[config.mk]
export PLATFORM = sky130hd
export DESIGN_NAME = reset_sequencer
export DESIGN_NICKNAME = d
export VERILOG_FILES = /design/src/rtl/reset_sequencer.sv
export SDC_FILE = /design/constraint.sdc
export NUM_CORES = 1
export LEC_CHECK = 0
export ABC_AREA = 1
export BUFFER_PORTS_ARGS = -buffer_cell sky130_fd_sc_hd__buf_2
export CAP_MARGIN = 10
export CELL_PAD_IN_SITES_DETAIL_PLACEMENT = 0
export CELL_PAD_IN_SITES_GLOBAL_PLACEMENT = 1
export CORE_UTILIZATION = 43
export CTS_CLUSTER_SIZE = 28
export DETAILED_ROUTE_END_ITERATION = 10
export PLACE_DENSITY = 0.87
export SYNTH_ARGS = -nofsm -noshare
export SYNTH_HDL_FRONTEND = slang
export SYNTH_SLANG_ARGS = --single-unit
[constraint.sdc]
create_clock -name clk_sys_i -period 4.2 [get_ports clk_sys_i]
set_input_delay 0.42 -clock clk_sys_i [delete_from_list [all_inputs] [get_ports clk_sys_i]]
set_output_delay 0.42 -clock clk_sys_i [all_outputs]
set_load 0.05 [all_outputs]
[src/rtl/reset_sequencer.sv]
// reset_sequencer: stretched board reset with staggered per-domain release and software reset.
// Optional watchdog-triggered reset is compiled in when RESET_SEQ_WDT_EN is defined.

module reset_sequencer_checker #(
  parameter int NUM_DOMAINS = 4
) (
  input logic                   clk,
  input logic                   rst,
  input logic [NUM_DOMAINS-1:0] rst_vec,
  input logic [NUM_DOMAINS-1:0] nrst_vec,
  input logic                   done,
  input logic [1:0]             cause,
  input logic                   ack
);

  a_nrst_inverse: assert property (@(posedge clk) disable iff (rst) nrst_vec == ~rst_vec);

  a_done_released: assert property (@(posedge clk) disable iff (rst) done |-> (rst_vec == '0));

  a_ack_single: assert property (@(posedge clk) disable iff (rst) ack |=> !ack);

  a_cause_valid: assert property (@(posedge clk) disable iff (rst) cause != 2'b00);

`ifndef RESET_SEQ_WDT_EN
  a_no_wdt_cause: assert property (@(posedge clk) disable iff (rst) cause != 2'b11);
`endif

endmodule

module reset_sequencer #(
  parameter int NUM_DOMAINS = 4,
  parameter int HOLD_CYCLES = 16,
  parameter int STAGGER     = 4,
  parameter int WDT_WIDTH   = 16
) (
  input  logic                   clk_sys_i,
  input  logic                   rst_sys_i,
  output logic                   clk_i,
  output logic [NUM_DOMAINS-1:0] rst_i,
  output logic [NUM_DOMAINS-1:0] nrst_i,
  output logic                   rst_done_o,
  output logic [1:0]             rst_cause_o,
  input  logic                   sw_rst_req_i,
  output logic                   sw_rst_ack_o,
  input  logic                   wdt_kick_i
);

  localparam int MAX_CYC = (HOLD_CYCLES > STAGGER) ? HOLD_CYCLES : STAGGER;
  localparam int CW      = $clog2(MAX_CYC) + 1;
  localparam int IW      = (NUM_DOMAINS > 1) ? $clog2(NUM_DOMAINS) : 1;

  localparam logic [1:0] CAUSE_POR = 2'b01;
  localparam logic [1:0] CAUSE_SW  = 2'b10;
  localparam logic [1:0] CAUSE_WDT = 2'b11;

  typedef enum logic [1:0] {
    ST_ASSERT  = 2'd0,
    ST_RELEASE = 2'd1,
    ST_RUN     = 2'd2
  } state_t;

  state_t                 state_r, state_s;
  logic [1:0]             sync_r;
  logic [CW-1:0]          cnt_r, cnt_s;
  logic [IW-1:0]          idx_r, idx_s;
  logic [NUM_DOMAINS-1:0] rst_r, rst_s;
  logic                   done_r, done_s;
  logic [1:0]             cause_r, cause_s;
  logic                   ack_r, ack_s;

`ifdef RESET_SEQ_WDT_EN
  logic [WDT_WIDTH-1:0]   wdt_r, wdt_s;
  logic                   wdt_expire_s;
`else
  logic [WDT_WIDTH-1:0]   unused_wdt_s;
  assign unused_wdt_s = {WDT_WIDTH{wdt_kick_i}};
`endif

  // Two-flop release synchroniser; assertion bypasses it asynchronously.
  always_ff @(posedge clk_sys_i or posedge rst_sys_i) begin
    if (rst_sys_i) begin
      sync_r <= 2'b00;
    end else begin
      sync_r <= {sync_r[0], 1'b1};
    end
  end

`ifdef RESET_SEQ_WDT_EN
  // Watchdog counter only runs while all domains are released.
  always_comb begin
    if ((state_r != ST_RUN) || wdt_kick_i) begin
      wdt_s = '0;
    end else begin
      wdt_s = wdt_r + WDT_WIDTH'(1);
    end
    wdt_expire_s = (wdt_r == {WDT_WIDTH{1'b1}}) && !wdt_kick_i;
  end

  // Watchdog counter register.
  always_ff @(posedge clk_sys_i or posedge rst_sys_i) begin
    if (rst_sys_i) begin
      wdt_r <= '0;
    end else begin
      wdt_r <= wdt_s;
    end
  end
`endif

  // Sequencer next-state and next-output logic.
  always_comb begin
    state_s = state_r;
    cnt_s   = cnt_r;
    idx_s   = idx_r;
    rst_s   = rst_r;
    done_s  = done_r;
    cause_s = cause_r;
    ack_s   = 1'b0;
    case (state_r)
      ST_ASSERT: begin
        if (sync_r[1]) begin
          if (cnt_r == CW'(HOLD_CYCLES - 1)) begin
            rst_s[0] = 1'b0;
            cnt_s    = '0;
            idx_s    = IW'(1);
            if (NUM_DOMAINS == 1) begin
              state_s = ST_RUN;
              done_s  = 1'b1;
            end else begin
              state_s = ST_RELEASE;
            end
          end else begin
            cnt_s = cnt_r + CW'(1);
          end
        end else begin
          cnt_s = cnt_r;
        end
      end
      ST_RELEASE: begin
        if (cnt_r == CW'(STAGGER - 1)) begin
          rst_s = rst_r & ~(NUM_DOMAINS'(1) << idx_r);
          cnt_s = '0;
          if (idx_r == IW'(NUM_DOMAINS - 1)) begin
            state_s = ST_RUN;
            done_s  = 1'b1;
            idx_s   = '0;
          end else begin
            idx_s = idx_r + IW'(1);
          end
        end else begin
          cnt_s = cnt_r + CW'(1);
        end
      end
      ST_RUN: begin
        // A software request wins over a watchdog expiry in the same cycle.
        if (sw_rst_req_i) begin
          ack_s   = 1'b1;
          rst_s   = '1;
          done_s  = 1'b0;
          cause_s = CAUSE_SW;
          cnt_s   = '0;
          idx_s   = '0;
          state_s = ST_ASSERT;
        end
`ifdef RESET_SEQ_WDT_EN
        else if (wdt_expire_s) begin
          rst_s   = '1;
          done_s  = 1'b0;
          cause_s = CAUSE_WDT;
          cnt_s   = '0;
          idx_s   = '0;
          state_s = ST_ASSERT;
        end
`endif
        else begin
          state_s = ST_RUN;
        end
      end
      default: begin
        state_s = ST_ASSERT;
        rst_s   = '1;
        done_s  = 1'b0;
        cnt_s   = '0;
        idx_s   = '0;
      end
    endcase
  end

  // Sequencer state and registered outputs.
  always_ff @(posedge clk_sys_i or posedge rst_sys_i) begin
    if (rst_sys_i) begin
      state_r <= ST_ASSERT;
      cnt_r   <= '0;
      idx_r   <= '0;
      rst_r   <= '1;
      done_r  <= 1'b0;
      cause_r <= CAUSE_POR;
      ack_r   <= 1'b0;
    end else begin
      state_r <= state_s;
      cnt_r   <= cnt_s;
      idx_r   <= idx_s;
      rst_r   <= rst_s;
      done_r  <= done_s;
      cause_r <= cause_s;
      ack_r   <= ack_s;
    end
  end

  assign clk_i        = clk_sys_i;
  assign rst_i        = rst_r;
  assign nrst_i       = ~rst_r;
  assign rst_done_o   = done_r;
  assign rst_cause_o  = cause_r;
  assign sw_rst_ack_o = ack_r;

  reset_sequencer_checker #(.NUM_DOMAINS(NUM_DOMAINS)) u_checker (
    .clk      (clk_sys_i),
    .rst      (rst_sys_i),
    .rst_vec  (rst_r),
    .nrst_vec (nrst_i),
    .done     (done_r),
    .cause    (cause_r),
    .ack      (ack_r)
  );

endmodule

# Word-level counts from Yosys, hierarchy flattened
# Index checks and enable logic that the tools add are counted.
[classes]
shift = 1
mux = 27
n_reduce_logical = 7
bitwise_logic = 4
add_sub_neg = 2
n_eq_ne = 10
[ops]
columns = ["operator", "count"]
rows = [
  ["2-to-1 mux 5 bit", 4],
  ["2-to-1 mux 2 bit", 8],
  ["case mux 5 bit (3 select lines)", 1],
  ["case mux 2 bit (3 select lines)", 2],
  ["AND reduction 4 bit", 3],
  ["!= test 2 bit, second input constant", 5],
  ["case mux 3 bit (3 select lines)", 1],
  ["2-to-1 mux 4 bit", 2],
  ["inverter 4 bit", 2],
  ["2-to-1 mux 1 bit", 7],
  ["case mux 1 bit (3 select lines)", 2],
  ["adder 5 x 1 -> 5 bit, second input constant", 1],
  ["== test 5 x 2 -> 1 bit, second input constant", 1],
  ["== test 5 x 4 -> 1 bit, second input constant", 1],
  ["bitwise AND 4 bit", 1],
  ["== test 2 bit, second input constant", 2],
  ["AND reduction 2 bit", 2],
  ["left shift 1 x 2 -> 4 bit, first input constant", 1],
  ["AND reduction 3 bit", 1],
  ["adder 2 x 1 -> 2 bit, second input constant", 1],
  ["== test 2 x 1 -> 1 bit, second input constant", 1],
  ["logical NOT 2 bit", 1],
  ["inverter 1 bit", 1],
]
[word_totals]
output_inout_bits = 13
word_cells = 60
ff_bits = 19

# Logic depth before layout (Yosys ltp)
[logic_depth]
word_depth = 5
depth_mapped = 10

==> results.sh <==
export IMPL_cp_max_fo=2
export IMPL_slowest_stage="buf_2"
export IMPL_antenna_found_initial=0
export IMPL_grt_pass1_vias=882
export IMPL_syn_nets=153
export IMPL_r2r_end="idx_r[0]"
export IMPL_power_per_cell_area_nw_per_um2=729
export IMPL_dp_hpwl_um=1530
export IMPL_io_buffers=15
export IMPL_fillers=250
export IMPL_fin_nets=175
export IMPL_hold_viol_final=0
export IMPL_pwr_share_comb=0.484
export IMPL_p_leak_nw=0.709
export IMPL_antenna_left=0
export IMPL_drt_initial_drc_count=16
export IMPL_routed_wl_um=2090
export IMPL_max_slew_margin_rel=0.502
export IMPL_drive_gt1_frac=0.288
export IMPL_timing_final_ws_setup_ns=1.25
export IMPL_start_kind="clock port"
export IMPL_holdBufCountCts=0
export IMPL_ys_ff_latch=19
export IMPL_grt_setup_unrepaired="no"
export IMPL_avgSynthCellArea_um2=8.07
export IMPL_vias=931
export IMPL_synth_cell_types=25
export IMPL_syn_instance_count=142
export IMPL_holdWs_ns=0.106
export IMPL_worstPathCellList="clkbuf_4, clkbuf_4, buf_2"
export IMPL_post_cts_buffers=0
export IMPL_post_route_cell_area_um2=1300
export IMPL_syn_area_um2=1150
export IMPL_area_growth_pct=13.5
export IMPL_p_int_mw=0.454
export IMPL_post_place_ws_ns=1.49
export IMPL_pin_count=17
export IMPL_drv_cap=0
export IMPL_grt_total_usage=0.197
export IMPL_slowest_delay_ns=0.20
export IMPL_placed_cell_area_um2=1250
export IMPL_die_area_um2=2880
export IMPL_switching_power_mw=0.494
export IMPL_critPathArrivalTime_ns=2.53
export IMPL_vias_per_cell=4.82
export IMPL_setup_tns_final_ns=0
export IMPL_die_h_um=53.6
export IMPL_rows=18
export IMPL_drc_errors=0
export IMPL_clk_pin_slew_worst_paths_ns=0.11
export IMPL_ys_seq_area_frac=0.420
export IMPL_cts_tree="built"
export IMPL_core_area_um2=2500
export IMPL_yosys_warnings=0
export IMPL_clock_latency_ns=0.42
export IMPL_p_seq_frac=0.324
export IMPL_setup_violations=0
export IMPL_clkPwrFrac=0.192
export IMPL_path_class="clk -> out"
export IMPL_final_cell_mix="nand2_1, inv_1, buf_2"
export IMPL_worstPathRequired_ns=3.78
export IMPL_totalPowerFinal_mw=0.948
export IMPL_grt_pass1_wl_um=3630
export IMPL_final_max_slew_viol_count=0
export IMPL_first_pass_iters=4
export IMPL_post_drt_wl_per_cell_um=10.8
export IMPL_grt_overflow=0
export IMPL_grt_max_degree=20
export IMPL_final_common_cell="nand2_1"
export IMPL_switching_share=0.521
export IMPL_tightestPinTransition_ns=0.746
export IMPL_skew_ns=0.00561
export IMPL_cpMostUsedCell="clkbuf_4"
export IMPL_cp_end_kind="output port"
export IMPL_r2r_start="cnt_r[0]"
export IMPL_cts_resized=0
export IMPL_initial_core_util=0.458
export IMPL_r2r_setup_slack_ns=2.38
export IMPL_die_x_um=53.6
export IMPL_outcome="completed"
export IMPL_antenna_cells=0
export IMPL_ir_drop_uv=550
export IMPL_ff2ff_path_depth=9
export IMPL_gp_congestion=0.840
export IMPL_hold_class="in -> async"
[worst max path at each step]
stage                         start  slack (ns)     to  cells past startpoint
after floorplan           clk_sys_i        1.51  clk_i                      1
after global placement    clk_sys_i        1.49  clk_i                      1
after detailed placement  clk_sys_i        1.49  clk_i                      1
after CTS                 clk_sys_i        1.23  clk_i                      3
after global routing      clk_sys_i        1.22  clk_i                      3
final                     clk_sys_i        1.25  clk_i                      3
[final cells by class]
class	instances	area (um2)	share of cell area
inverter	28	109	0.0837
sequential	19	482	0.370
clock inverter	1	5.00	0.00385
tap	30	37.5	0.0288
timing repair buffer	14	70.1	0.0538
multi-input combinational	94	548	0.421
clock buffer	7	50.0	0.0385
[metrics by stage]
stage	utilization	cells
floorplan	-	142
global placement	0.501	186
detailed placement	0.501	186
CTS	0.521	193
global route	0.521	193
finish	0.521	193
[Yosys cell counts (all sizes together)]
library cell / number / area (um2)
a21oi: 2 / 10.0
buf: 1 / 7.51
clkinv: 1 / 5.00
conb: 1 / 3.75
dfrtp: 14 / 350
dfstp: 5 / 131
ha: 7 / 87.6
inv: 27 / 104
nand2: 47 / 226
nand3: 10 / 70.1
nand4: 5 / 31.3
nor2: 11 / 48.8
nor3: 3 / 25.0
o21ai: 7 / 38.8
or2: 1 / 6.26
[flip-flops by register name, summed over array words and instances, names as in the netlist]
signal	cells
rst_i	4
cnt_r	5
rst_cause_o	2
state_r	2
rst_done_o	1
sw_rst_ack_o	1
idx_r	2
sync_r	2
[per-layer routing]
metal / vias up / global-route usage / wire (um)
met5: - / 0 / 0
met4: 0 / 0.241 / 89
met3: 9 / 0.0650 / 54
met2: 17 / 0.294 / 1030
met1: 426 / 0.197 / 922
li1: 479 / - / -
[logic make-up after synthesis]
logic type,count (synthesis),share of synthesized area
AOI/OAI and AO/OA,9,0.0426
adders and majority gates,7,0.0764
buffers and inverters,29,0.102
DFF,19,0.420
other,1,0.00327
and+or+nand+nor,77,0.356
[critical path, delay by kind of cell]
kind	cells	cell delay [ns]
buffers and inverters	3	0.43
[power groups by stage]
stage          Sequential (mW)  Combinational [mW]  Clock [mW]
3_3_place_gp             0.307               0.456      0.0454
5_1_grt                  0.319               0.515       0.204
6_report                 0.308               0.459       0.182
3_5_place_dp             0.310               0.462      0.0454
2_1_floorplan            0.373               0.311      0.0513
4_1_cts                  0.307               0.463       0.190
(Power assumes the default switching activity.)
